--- config.mk ---
export PLATFORM = sky130hd
export DESIGN_NAME = mem_port_arbiter4
export DESIGN_NICKNAME = d
export VERILOG_FILES = /design/src/rtl/mem_port_arbiter4.sv
export SDC_FILE = /design/constraint.sdc
export NUM_CORES = 1
export LEC_CHECK = 0
export CAP_MARGIN = 20
export CORE_MARGIN = 2
export CORE_UTILIZATION = 48
export DETAILED_ROUTE_END_ITERATION = 6
export PLACE_DENSITY = 0.8
export SLEW_MARGIN = 25
export SYNTH_ARGS = -nofsm -noshare
export SYNTH_HDL_FRONTEND = slang
export SYNTH_SLANG_ARGS = --single-unit
--- constraint.sdc ---
create_clock -name clk -period 2.6 [get_ports clk]
set_clock_uncertainty 0.05 [all_clocks]
set_input_delay 0.65 -clock clk [delete_from_list [all_inputs] [get_ports clk]]
set_output_delay 0.65 -clock clk [all_outputs]
set_load 0.005 [all_outputs]
--- src/rtl/mem_port_arbiter4.sv ---
// Round-robin arbiter/sequencer sharing one memory port among four requesters.
// Optional watchdog in the ISSUE state is enabled with `define ARB_TIMEOUT_EN.
module mem_port_arbiter4 #(
  parameter int NUM_REQ        = 4,
  parameter int TIMEOUT_CYCLES = 255
) (
  input  logic               clk,
  input  logic               rst_n,
  input  logic [NUM_REQ-1:0] req,
  input  logic               mem_ack,
  output logic [1:0]         slct,
  output logic [NUM_REQ-1:0] grant,
  output logic               mem_req,
  output logic [NUM_REQ-1:0] ack,
  output logic [NUM_REQ-1:0] err,
  output logic               busy
);

  if (NUM_REQ != 4 || TIMEOUT_CYCLES < 1 || TIMEOUT_CYCLES > 255) begin : g_param_check
    $error("mem_port_arbiter4: NUM_REQ must be 4 and TIMEOUT_CYCLES in 1..255");
  end

  typedef enum logic [1:0] {
    S_IDLE    = 2'b00,
    S_ISSUE   = 2'b01,
    S_RELEASE = 2'b10
  } state_t;

  state_t             r_state, w_state_nxt;
  logic [1:0]         r_slct, w_slct_nxt;
  logic [NUM_REQ-1:0] r_grant, w_grant_nxt;
  logic               r_mem_req, w_mem_req_nxt;
  logic [NUM_REQ-1:0] r_ack, w_ack_nxt;
  logic [NUM_REQ-1:0] r_err, w_err_nxt;
  logic               r_busy, w_busy_nxt;
  logic [1:0]         r_last, w_last_nxt;
  logic [1:0]         w_win;
  logic               w_timeout;

  // Nearest set bit after 'last' wins; scanning farthest-first lets the nearest overwrite.
  function automatic logic [1:0] rr_pick(input logic [NUM_REQ-1:0] r, input logic [1:0] last);
    logic [1:0] idx;
    rr_pick = last;
    for (int k = NUM_REQ; k >= 1; k--) begin
      idx = last + 2'(k);
      if (r[idx]) rr_pick = idx;
    end
  endfunction

  function automatic logic [NUM_REQ-1:0] onehot(input logic [1:0] idx);
    onehot      = '0;
    onehot[idx] = 1'b1;
  endfunction

  assign w_win = rr_pick(req, r_last);

`ifdef ARB_TIMEOUT_EN
  logic [7:0] r_cnt;

  // Count stays at zero outside ISSUE, so it is already clear on entry.
  always_ff @(posedge clk or negedge rst_n) begin
    if (!rst_n) begin
      r_cnt <= '0;
    end else if (r_state != S_ISSUE) begin
      r_cnt <= '0;
    end else if (!mem_ack) begin
      r_cnt <= r_cnt + 8'd1;
    end
  end

  assign w_timeout = (r_state == S_ISSUE) && !mem_ack && (r_cnt == 8'(TIMEOUT_CYCLES));
`else
  assign w_timeout = 1'b0;
`endif

  always_comb begin
    w_state_nxt   = r_state;
    w_slct_nxt    = r_slct;
    w_grant_nxt   = r_grant;
    w_mem_req_nxt = r_mem_req;
    w_ack_nxt     = '0;
    w_err_nxt     = '0;
    w_busy_nxt    = r_busy;
    w_last_nxt    = r_last;
    case (r_state)
      S_IDLE: begin
        if (|req) begin
          w_state_nxt   = S_ISSUE;
          w_slct_nxt    = w_win;
          w_grant_nxt   = onehot(w_win);
          w_mem_req_nxt = 1'b1;
          w_busy_nxt    = 1'b1;
        end
      end
      S_ISSUE: begin
        if (mem_ack || w_timeout) begin
          w_state_nxt   = S_RELEASE;
          w_mem_req_nxt = 1'b0;
          w_grant_nxt   = '0;
          w_ack_nxt     = onehot(r_slct);
          w_err_nxt     = w_timeout ? onehot(r_slct) : '0;
          w_last_nxt    = r_slct;
        end
      end
      S_RELEASE: begin
        w_state_nxt = S_IDLE;
        w_busy_nxt  = 1'b0;
      end
      default: begin
        w_state_nxt   = S_IDLE;
        w_slct_nxt    = '0;
        w_grant_nxt   = '0;
        w_mem_req_nxt = 1'b0;
        w_busy_nxt    = 1'b0;
      end
    endcase
  end

  always_ff @(posedge clk or negedge rst_n) begin
    if (!rst_n) begin
      r_state   <= S_IDLE;
      r_slct    <= '0;
      r_grant   <= '0;
      r_mem_req <= 1'b0;
      r_ack     <= '0;
      r_err     <= '0;
      r_busy    <= 1'b0;
      r_last    <= 2'd3;
    end else begin
      r_state   <= w_state_nxt;
      r_slct    <= w_slct_nxt;
      r_grant   <= w_grant_nxt;
      r_mem_req <= w_mem_req_nxt;
      r_ack     <= w_ack_nxt;
      r_err     <= w_err_nxt;
      r_busy    <= w_busy_nxt;
      r_last    <= w_last_nxt;
    end
  end

  assign slct    = r_slct;
  assign grant   = r_grant;
  assign mem_req = r_mem_req;
  assign ack     = r_ack;
  assign err     = r_err;
  assign busy    = r_busy;

endmodule

==> out/metrics.csv, run 1 <==
metric;value;unit
p_leak;0.468;nW
min_period;2.00;ns
hold_depth;1;
dr_wl_met3;54;um
power_frac_seq;39.3;%
num_vias;603;
fill_cells;121;
cap_viol_max_count;0;
intPower;0.000687;W
grtUsageTotal;17.5;%
hold_viol;0;
clock_sinks;16;
synth.avg_cell_area;10.6;um^2
drc_errors;0;
p_comb_share;49.3;%
clk_latency;0.27;ns
clkPwrFrac;11.3;%
cts_buffer_depth;2;
core;0.00156;mm^2
placementRows;14;
slew_violations;0;
cts_made_buffers;3;
vdd_drop_max;0.575;mV
dr.pass1.iters;5;
reg2reg_to;grant[0];
met2WireLength;761;um
start_util;52.4;%
yosysSeqAreaShare;49.3;%
slowest_stage;clkdlybuf4s50_1;
p_sw;0.000397;W
maxUsedRoutingLayer;met3;
vias_per_cell;5.38;
r2r_start;r_state[0];
antenna_found_initial;0;
setup.worst_path.start;req[1];
io_buffers;18;
cts_tree;built;
rsz0062_at_grt;no;
fp.dieW;45.3;um
worstSetupEndpointType;flip-flop;
clockRootBuffer;clkbuf_4;
htreeDepth;1;
drive_above_1_share;11.5;%
switching_share;36.6;%
hold_class;reg -> reg;
crit_arrival;2.10;ns
cts_resized;0;
grt_pass1_vias;636;
synth_area;817;um^2
yosysUniqueCellTypes;29;
grt_max_degree;17;
cts_setup_buffers;0;
drt_iter0_markers;22;
dieArea;0.00205;mm^2
diodes;0;
drt-met1-wl;728;um
worstPathRequired;2.71;ns
r2r_slack;0.91;ns
fin_nets;109;
setup_violations;0;
min_to;mem_req;
worstPathMaxFanout;4;
finalInstanceArea;0.00102;mm^2
hold_buffers;0;
crit_chain;clkdlybuf4s50_1 > nor4_4 > and2_1 > a21oi_2 > mux2_4;
drt-total-wl;1540;um
grt_pass1_wl;2680;um
yosysWarnings;0;
finalSetupTns;0;ns
rr_worst_depth;5;
drtAntennaViolNets;0;
routabilityCongestion;0.788;
overflow;0;
slew-limit-headroom;51.7;%
p_total;0.00108;W
area_growth;24.3;%
synthCells;77;
ys_ff_latch;16;
timing.fmax;501;MHz
wire_per_inst;13.8;um
dp_hpwl;1170;um
io_pins;23;
worst_pin_slew;0.723;ns
path_clk_slew;0.08;ns
die_h;45.3;um
cp-start-kind;primary input;
timing.final.crit_share;76.8;%
status;finished clean;
hold_start;mem_req;
p_per_area;1070;mW/mm^2
place_area;993;um^2
cpPeakStageDelay;0.50;ns
crit_type;in -> reg;
==> how the worst max path moves through the flow <==
stage,endpoint,slack (ns),cells past startpoint
2_1_floorplan,r_state[1],0.95,4
3_3_place_gp,grant[0],0.35,5
3_5_place_dp,grant[2],0.31,5
4_1_cts,grant[2],0.61,5
5_1_grt,grant[0],0.53,5
6_report,r_state[1],0.60,5
==> state kept, by name, summed over array words and instances, names as in the netlist <==
signal   count
r_last       2
mem_req      1
ack          4
busy         1
grant        4
slct         2
r_state      2
==> cell usage in the layout, fill, tap and decap left out, types with 2 or more instances in the layout <==
cell	synthesis	routed
o21ai_1	2	2
clkbuf_4	0	3
clkdlybuf4s50_1	0	18
inv_1	6	6
a21o_1	2	2
ha_1	4	4
nand2_1	7	7
mux2i_1	2	2
nand2b_1	2	2
nor3_1	3	3
nor2_1	7	7
o31ai_1	2	2
a21oi_1	5	5
conb_1	1	4
dfstp_2	2	2
dfrtp_1	14	14
==> power by group through the flow <==
stage	clock, W	sequential [W]	combinational (W)
after CTS	0.000128	0.000426	0.000536
after global placement	0	0.000428	0.000517
after global routing	0.000139	0.000442	0.000590
after detailed placement	0	0.000431	0.000535
final	0.000123	0.000427	0.000535
after floorplan	0	0.000417	0.000330
==> worst max-delay path, delay by kind of cell <==
kind,cells,cell delay (ns)
AND/OR/NAND/NOR,2,0.59
buffers and inverters,1,0.50
multiplexers,1,0.31
AO/OA/AOI/OAI,1,0.06
==> cells in the mapped netlist, drive strengths merged <==
cell / number / share of area [%]
o2bb2ai: 1 / 1.1
o31ai: 2 / 1.8
dfrtp: 14 / 43
o22a: 1 / 1.1
buf: 5 / 4.3
a31o: 1 / 1.1
mux2i: 2 / 2.5
inv: 6 / 2.8
nand3: 1 / 0.61
a21oi: 6 / 4.1
a21o: 2 / 1.8
a31oi: 1 / 0.77
mux2: 1 / 1.8
nor3: 3 / 1.8
dfstp: 2 / 6.4
conb: 1 / 0.46
nor2: 8 / 4.0
nor4: 1 / 2.6
nand2: 7 / 3.2
and2: 1 / 0.77
o21ai: 2 / 1.2
ha: 4 / 6.1
a32o: 2 / 2.6
a221o: 1 / 2.6
nand2b: 2 / 1.5
==> cells by family (layout without fill, tap and decap cells) <==
family	count (synthesis)	count (layout)	share of synthesized area (%)
and+or+nand+nor	23	23	14.5
muxes	3	3	4.29
DFF	16	16	49.3
other	1	4	0.459
AOI/OAI and AO/OA	19	19	18.2
adders and majority gates	4	4	6.13
buffers and inverters	11	27	7.04
==> layer usage <==
metal / track usage, % / vias to the layer above
li1: - / 297
met1: 21.6 / 290
met2: 32.3 / 16
met3: 3.60 / 0
met4: 1.76 / 0
met5: 0 / -
==> final cells by class <==
type                    instances  area (um^2)  area share (%)
multi-input cells              53          368            36.2
flip-flops and latches         16          403            39.7
repair buffers                 18          180            17.7
well taps                      16         20.0            1.97
inverters                       6         22.5            2.22
clock buffers                   3         22.5            2.22
==> per-stage QoR <==
step / util, % / hold slack (ns) / worst slack (ns) / instances
2_1_floorplan: - / 0.304 / 0.950 / 80
3_3_place_gp: 63.7 / 0.414 / 0.353 / 109
3_5_place_dp: 63.7 / 0.414 / 0.310 / 109
4_1_cts: 65.2 / 0.434 / 0.605 / 112
5_1_grt: 65.2 / 0.471 / 0.530 / 112
6_report: 65.2 / 0.429 / 0.603 / 112
Note: power is estimated with default switching activity, not from simulation.
==> inputs of run 2 (changes only) <==
--- a/config.mk
+++ b/config.mk
@@ -7,9 +7,9 @@
 export LEC_CHECK = 0
 export CAP_MARGIN = 20
 export CORE_MARGIN = 2
-export CORE_UTILIZATION = 48
+export CORE_UTILIZATION = 41
 export DETAILED_ROUTE_END_ITERATION = 6
-export PLACE_DENSITY = 0.8
+export PLACE_DENSITY = 0.73
 export SLEW_MARGIN = 25
 export SYNTH_ARGS = -nofsm -noshare
 export SYNTH_HDL_FRONTEND = slang
==> constraint.sdc (replaced) <==
create_clock -name clk -period 1.71 [get_ports clk]
set_clock_uncertainty 0.05 [all_clocks]
set_input_delay 0.4275 -clock clk [delete_from_list [all_inputs] [get_ports clk]]
set_output_delay 0.4275 -clock clk [all_outputs]
set_load 0.005 [all_outputs]
==> run 2 against run 1 <==
Effect of this change:
- sequential cell count stayed put
- setup slack got worse by 0.56 ns
- utilization down 5.5 points
- critical path depth unchanged
- register-to-register slack worse by 0.79 ns
- sequential share of layout area fell by 4.5 points
- die area increased by 16%
- critical path type unchanged
==> out/metrics.csv, run 2 (same netlist as run 1, synthesis figures left out) <==
metric;value;unit;change
area_growth;40.4;%;was 24.3%
p_per_area;1570;mW/mm^2;was 1070 mW/mm^2
die_h;48.6;um;was 45.3 um
worstPathRequired;1.85;ns;was 2.71 ns
routabilityCongestion;0.808;;was 0.788
dr.pass1.iters;4;;was 5
timing.final.crit_share;97.4;%;
grt_pass1_vias;686;;was 636
min_period;1.67;ns;
cp-start-kind;primary input;;unchanged
io_buffers;18;;unchanged
diodes;0;;unchanged
drive_above_1_share;24.1;%;was 11.5%
final_common_cell;clkdlybuf4s50_1;;unchanged
final_cell_mix;16 x clkdlybuf4s50_1, 14 x dfrtp_1, 11 x buf_4, 7 x nor2_1, 7 x nand2_1;;was 18 x clkdlybuf4s50_1, 14 x dfrtp_1, 7 x nor2_1, 7 x nand2_1, 6 x inv_1
fp.dieW;48.6;um;was 45.3 um
slew_violations;0;;unchanged
grt_max_degree;10;;was 17
hold_class;in -> async;;was reg -> reg
slowest_stage;clkdlybuf4s50_1;;unchanged
setup_violations;0;;unchanged
fin_nets;120;;was 109
placedCellCount;130;;was 109
wire_per_inst;12.6;um;was 13.8 um
status;finished clean;;unchanged
start_util;42.5;%;was 52.4%
grtUsageTotal;16.5;%;was 17.5%
rsz0062_at_grt;no;;unchanged
cts_buffer_depth;2;;unchanged
placementRows;16;;was 14
clock_sinks;16;;unchanged
cts_made_buffers;3;;unchanged
crit_chain;clkdlybuf4s50_1 > nor4_4 > a221o_4 > nor2_2 > a32o_2;;was clkdlybuf4s50_1 > nor4_4 > and2_1 > a21oi_2 > mux2_4
timing.fmax;600;MHz;
hold_buffers;0;;unchanged
finalSetupTns;0;ns;unchanged
path_clk_slew;0.10;ns;was 0.08 ns
worstPathMaxFanout;8;;was 4
antenna_found_initial;0;;unchanged
io_pins;23;;unchanged
htreeDepth;1;;unchanged
dp_hpwl;1320;um;was 1170 um
vdd_drop_max;0.867;mV;was 0.575 mV
cap_viol_max_count;0;;unchanged
clockRootBuffer;clkbuf_4;;unchanged
grt_pass1_wl;3060;um;was 2680 um
core;0.00192;mm^2;was 0.00156 mm^2
worstSetupEndpointType;flip-flop;;unchanged
hold_viol;0;;unchanged
crit_arrival;1.80;ns;was 2.10 ns
overflow;0;;unchanged
path_buf_inv;1;;unchanged
clk_latency;0.29;ns;was 0.27 ns
drt-total-wl;1700;um;was 1540 um
crit_type;in -> reg;;unchanged
fin_cells;135;;was 112
num_vias;652;;was 603
cpPeakStageDelay;0.46;ns;was 0.50 ns
drc_errors;0;;unchanged
vias_per_cell;4.83;;was 5.38
drtAntennaViolNets;0;;unchanged
dieArea;0.00237;mm^2;was 0.00205 mm^2
crit_family;compound AO/OA/AOI/OAI gates;;was simple AND/OR/NAND/NOR gates
drt_iter0_markers;14;;was 22
cts_tree;built;;unchanged
p_leak;0.555;nW;was 0.468 nW
## run 2: path summary, 6_finish.rpt
path / cells past startpoint / from / slack [ns] / end
setup reg to reg: 5 / r_state[1] / 0.12 / grant[0]
hold reg to reg: 1 / slct[1] / 0.44 / ack[1]
max in group asynchronous: 2 / rst_n / 0.82 / mem_req
setup / recovery: 5 / req[0] / 0.04 / grant[0]
min in group clk: 1 / slct[1] / 0.44 / ack[1]
hold / removal: 1 / rst_n / 0.35 / slct[0]
## run 2: layout make-up
| class | count | area [um^2] |
|---|---|---|
| fill | 187 | 774 |
| sequential | 16 | 403 |
| multi-input combinational | 53 | 384 |
| timing repair buffer | 29 | 268 |
| clock buffer | 4 | 36.3 |
| tap | 27 | 33.8 |
| inverter | 6 | 22.5 |
## run 2: timing repair
| item | CTS | global route |
|---|---|---|
| gates cloned | 0 | 0 |
| setup buffers | 1 | 0 |
| resized for setup | 0 | 5 |
| setup endpoints to repair | 1 | 6 |
| pin swaps | 0 | 3 |
## run 2: per-stage QoR
stage	cell area [um^2]	setup slack (ns)	power, W	util, %	hold slack [ns]
3_5_place_dp	1080	-0.285	0.00152	56.3	0.426
6_report	1150	0.0441	0.00180	59.7	0.347
3_3_place_gp	1080	-0.255	0.00150	56.3	0.416
2_1_floorplan	828	0.177	0.00114	-	0.0819
4_1_cts	1130	0.0124	0.00181	58.6	0.347
5_1_grt	1150	0.00351	0.00195	59.7	0.355
## run 2: routing by layer
metal	vias to the layer above	track usage (%)	part of all wire, %
li1	319	-	-
met1	310	21.7	45
met2	21	26.9	50
met3	2	3.40	4.7
met4	0	5.71	0.82
met5	-	0	0
## run 2: power breakdown
| part | leakage [nW] | switching (W) | internal, W | total [W] |
|---|---|---|---|---|
| Clock | 0.0210 | 0.000124 | 0.000130 | 0.000254 |
| Sequential | 0.204 | 0.000107 | 0.000537 | 0.000644 |
| Combinational | 0.330 | 0.000412 | 0.000493 | 0.000905 |
| Total | 0.555 | 0.000643 | 0.00116 | 0.00180 |
==> RTL change 1, RTL diff (settings of run 2) <==
Encoding of `state_t`: now one-hot (3 bits for 3 states).
--- a/src/rtl/mem_port_arbiter4.sv
+++ b/src/rtl/mem_port_arbiter4.sv
@@ -21,8 +21,8 @@
   end
 
-  typedef enum logic [1:0] {
-    S_IDLE    = 2'b00,
-    S_ISSUE   = 2'b01,
-    S_RELEASE = 2'b10
+  typedef enum logic [2:0] {
+    S_IDLE    = 3'b001,
+    S_ISSUE   = 3'b010,
+    S_RELEASE = 3'b100
   } state_t;
 
Check against the original RTL: same outputs for any inputs over 10 cycles, from zero or initial values and one cycle with rst_n low; not proved beyond that.
==> RTL change 1 against run 2 <==
Power fell by 2.9%. Combinational power fell by 9.1%. Sequential cell count up 1. Critical endpoint is now mem_req. Via count increased by 13%. Cell area grew 2.8%. Worst setup slack worse by 5.2 ps. Critical path type is now reg -> out. Final cell count rose by 4.4%. Largest power group unchanged. Die area grew 2.9%. Area after synthesis is 3.2% higher. Non-clock buffer count shrank 1. Routed wire length is 8.2% higher.
==> RTL change 1: results (changes against run 2) <==
- Status: complete, no violations (unchanged)
- P_leak: 0.536 nW (was 0.555 nW)
- Worst R2R Path Depth: 4 (was 5)
- Initial antenna violation count: 0 (unchanged)
- Worst r2r src: r_state[0] (was r_state[1])
- Register area share after synthesis: 50.9% (was 49.3%)
- Clock buffer depth: 2 (unchanged)
- Largest net degree at the start of global routing: 18 (was 10)
- Delay-heaviest family, CP: buffers and inverters (was compound AO/OA/AOI/OAI gates)
- H-Tree Depth: 1 (unchanged)
- Top post-synthesis cells by count: dfrtp_1, nand2_1, inv_1, nor2_1 (was dfrtp_1, nand2_1, nor2_1, inv_1, a21oi_1)
- Share of cells above drive strength 1: 23.7% (was 24.1%)
- Worst setup margin: 38.9 ps (was 44.1 ps)
- Maximum VDD drop: 1070 µV (was 867 µV)
- CTS Root Cell: clkbuf_4 (unchanged)
- Detail Placement HPWL: 1.29 mm (was 1.32 mm)
- Reg2reg setup slack: 100 ps (was 120 ps)
- Crit path kind: reg -> out (was in -> reg)
- Worst path slowest cell: clkdlybuf4s50_1 (unchanged)
- Worst setup path endpoint: mem_req (was grant[0])
- RR Endpoint: grant[1] (was grant[0])
- Routed Wire Length: 1.84 mm (was 1.70 mm)
- Routability congestion estimate: 0.861 (was 0.808)
- First-pass GRT wire length: 3.16 mm (was 3.06 mm)
- Vias in the first global route: 723 (was 686)
- Critical path origin: mem_req (was req[0])
- Ys flop type: dfrtp_1 (unchanged)
- Worst-path fanout max: 3 (was 8)
- Net count, final: 122 (was 120)
- Synth warn: 0 (unchanged)
- Pre-CTS WS: -435 ps (was -285 ps)
- Slowest Stage Delay on Critical Path: 510 ps (was 460 ps)
- DR vias/cell: 5.21 (was 4.83)
- CP arrival: 1190 ps (was 1800 ps)
- Initial drt markers: 12 (was 14)
- Ranking of synthesized cells by area: dfrtp_1, dfstp_2, buf_4, nand2_1, nand2b_1 (was dfrtp_1, dfstp_2, ha_1, buf_4, nand2_1)
- Count of different cell masters after synthesis: 36 (was 29)
- GRT Util Overall: 16.8% (was 16.5%)
## RTL change 1: changes by cell type in the layout (fill, tap and decap cells not counted), moves of 2 or more
| cell | change |
|---|---|
| a21oi_1 | -2 |
| a21oi_2 | -2 |
| and3_1 | +2 |
| dfrtp_1 | -2 |
| dfrtp_2 | +2 |
| dlygate4sd2_1 | +2 |
| ha_1 | -4 |
| nand2b_1 | +2 |
| nand3_1 | +3 |
| nor2_1 | -2 |
| o21ai_0 | +3 |
## RTL change 1: how the worst min path moves through the flow
stage                     startpoint          to  slack (ps)  cells past startpoint
after floorplan                rst_n      ack[0]          80                      0
after global routing           rst_n     mem_req         430                      2
final                          rst_n  r_state[1]         390                      2
after global placement      grant[1]    grant[1]         430                      1
after detailed placement    grant[3]    grant[3]         430                      1
after CTS                      rst_n  r_state[1]         390                      2
## RTL change 1: final cells by class
cell class | instances | area (µm²)
fillers | 173 | 762
well taps | 27 | 33.8
multi-input cells | 60 | 414
repair buffers | 28 | 255
clock buffers | 4 | 26.3
inverters | 5 | 18.8
flip-flops and latches | 17 | 432
## RTL change 1: worst register-to-register path, stage by stage (launching register included)
cell	delay, ps
dfstp_2	610
and2b_1	250
nand2_4	70
or3_1	390
o2bb2ai_2	160
## RTL change 1: metrics by stage
step           instance area (µm²)  utilization (%)  cells  TNS (ps)
5_1_grt                       1180             60.8    141         0
6_report                      1180             60.8    141         0
3_3_place_gp                  1080             55.8    135     -3440
2_1_floorplan                  855                -     89         0
3_5_place_dp                  1080             55.8    135     -3730
4_1_cts                       1140             58.5    141         0
## RTL change 1: kinds of logic after synthesis
| group | count (synthesis) | synth area share (%) |
|---|---|---|
| compound gates | 19 | 16.2 |
| flops | 17 | 50.9 |
| mux | 2 | 2.97 |
| simple gates | 35 | 22.0 |
| other cells | 1 | 0.445 |
| buf+inv | 12 | 7.57 |
## RTL change 1: per-layer routing
layer  part of all wire (%)  global-route usage (%)
met5                      0                       0
met4                    2.4                    7.14
met3                    4.6                    4.29
met2                     50                    28.4
met1                     43                    20.2
## RTL change 1: what timing repair did
| item | in CTS | in global routing |
|---|---|---|
| setup endpoints to repair | 11 | 6 |
| gates resized for setup | 7 | 8 |
| pin swaps | 3 | 3 |
| setup buffers | 2 | 0 |
## RTL change 1: report_power, final
part | total [mW] | switching (mW) | internal (mW)
Combinational | 0.823 | 0.383 | 0.440
Clock | 0.214 | 0.124 | 0.0907
Sequential | 0.714 | 0.147 | 0.566
Total | 1.75 | 0.654 | 1.10
==> RTL change 2, RTL diff (config.mk and constraints of run 2) <==
Without the edit above. Add a define of `ARB_TIMEOUT_EN`.
--- a/src/rtl/mem_port_arbiter4.sv
+++ b/src/rtl/mem_port_arbiter4.sv
@@ -1,4 +1,6 @@
 // Round-robin arbiter/sequencer sharing one memory port among four requesters.
 // Optional watchdog in the ISSUE state is enabled with `define ARB_TIMEOUT_EN.
+`define ARB_TIMEOUT_EN
+
 module mem_port_arbiter4 #(
   parameter int NUM_REQ        = 4,
Function: no difference found for any inputs over 10 cycles, from zero or initial values and one cycle with rst_n low; that may be too few to reach the edited logic, so the function may still have changed.
==> RTL change 2 against run 2 <==
Power grew 39%. Combinational power grew 24%. Highest routed layer unchanged. Sequential power grew 47%. Critical path depth grew 1. Largest power group unchanged. Clock power grew 69%. Worst setup slack lost 37 ps. Core utilization shrank 1.9 points. Area after synthesis grew 69%. Largest cell class unchanged. Routed wire length grew 60%. Sequential cell count grew 12. Cell area grew 66%. Die area grew 62%.
==> RTL change 2: results (changes against run 2) <==
- Status: complete, no violations (unchanged)
- Top post-synthesis cells by count: dfrtp_1, nor2_1, and2_1, xnor2_1 (was dfrtp_1, nand2_1, nor2_1, inv_1, a21oi_1)
- IO buf count: 22 (was 18)
- Achievable Freq: 587 MHz (was 600 MHz)
- Maximum VDD drop: 792 µV (was 867 µV)
- Worst skew pair latency: 330 ps (was 290 ps)
- Signal buffers share of area: 20.6% (was 23.3%)
- Worst-path fanout max: 4 (was 8)
- Clk slew on worst S/H paths: 160 ps (was 100 ps)
- Reg2reg setup slack: 7 ps (was 120 ps)
- Vias: 1040 (was 652)
- Plain + repair buffers: 41 (was 29)
- Routability congestion estimate: 0.801 (was 0.808)
- Met2 Track Usage GR: 26.5% (was 26.9%)
- Clk pwr: 0.430 mW (was 0.254 mW)
- GRT Util Overall: 16.1% (was 16.5%)
- Routed Wire Length: 2.73 mm (was 1.70 mm)
- Multi-In Gates: 83 (was 53)
- Vias in the first global route: 1019 (was 686)
- Register area share after synthesis: 51.0% (was 49.3%)
- Cell Count Post-Placement: 201 (was 130)
- Count of different cell masters after synthesis: 37 (was 29)
- DR vias/cell: 5.00 (was 4.83)
- Critical path origin: req[3] (was req[0])
- Pre-CTS WS: -414 ps (was -285 ps)
- Seq area share: 37.2% (was 35.1%)
- Ranking of synthesized cells by area: dfrtp_1, ha_1, xnor2_1, dfstp_2, and2_1 (was dfrtp_1, dfstp_2, ha_1, buf_4, nand2_1)
- Internal power: 1.68 mW (was 1.16 mW)
- Met1 GRT Util: 20.9% (was 21.7%)
- Placed cell area: 0.00176 mm² (was 0.00108 mm²)
- Worst setup path endpoint: slct[1] (was grant[0])
- Detail Placement HPWL: 2.04 mm (was 1.32 mm)
- Net count, final: 175 (was 120)
- Reg power frac: 37.9% (was 35.7%)
## RTL change 2: cell count changes after synthesis, sizes merged, moves of 3 or more
cell | run 2 | this run
nand3 | 1 | 5
dfrtp | 14 | 26
buf | 5 | 2
xnor2 | 0 | 7
and2 | 1 | 7
o21ai | 2 | 7
mux2 | 1 | 4
## RTL change 2: logic make-up after synthesis
| kind of cell | synth area share [%] |
|---|---|
| flip-flops | 51.0 |
| adder cells (fa/ha/maj) | 4.54 |
| AO/OA/AOI/OAI | 12.3 |
| AND/OR/NAND/NOR | 19.0 |
| XOR/XNOR | 4.45 |
| multiplexers | 4.99 |
| buffers and inverters | 3.81 |
## RTL change 2: critical path, stage by stage
cell and delay (ps):
clkdlybuf4s50_1 530, nand2b_1 100, o211a_1 150, or3b_4 430
buf_4 140, mux2i_1 120
## RTL change 2: layer usage
metal,share of wire (%),vias up
met2,51,22
met5,0,-
met3,3.2,6
met4,1.7,0
met1,44,510
li1,-,502
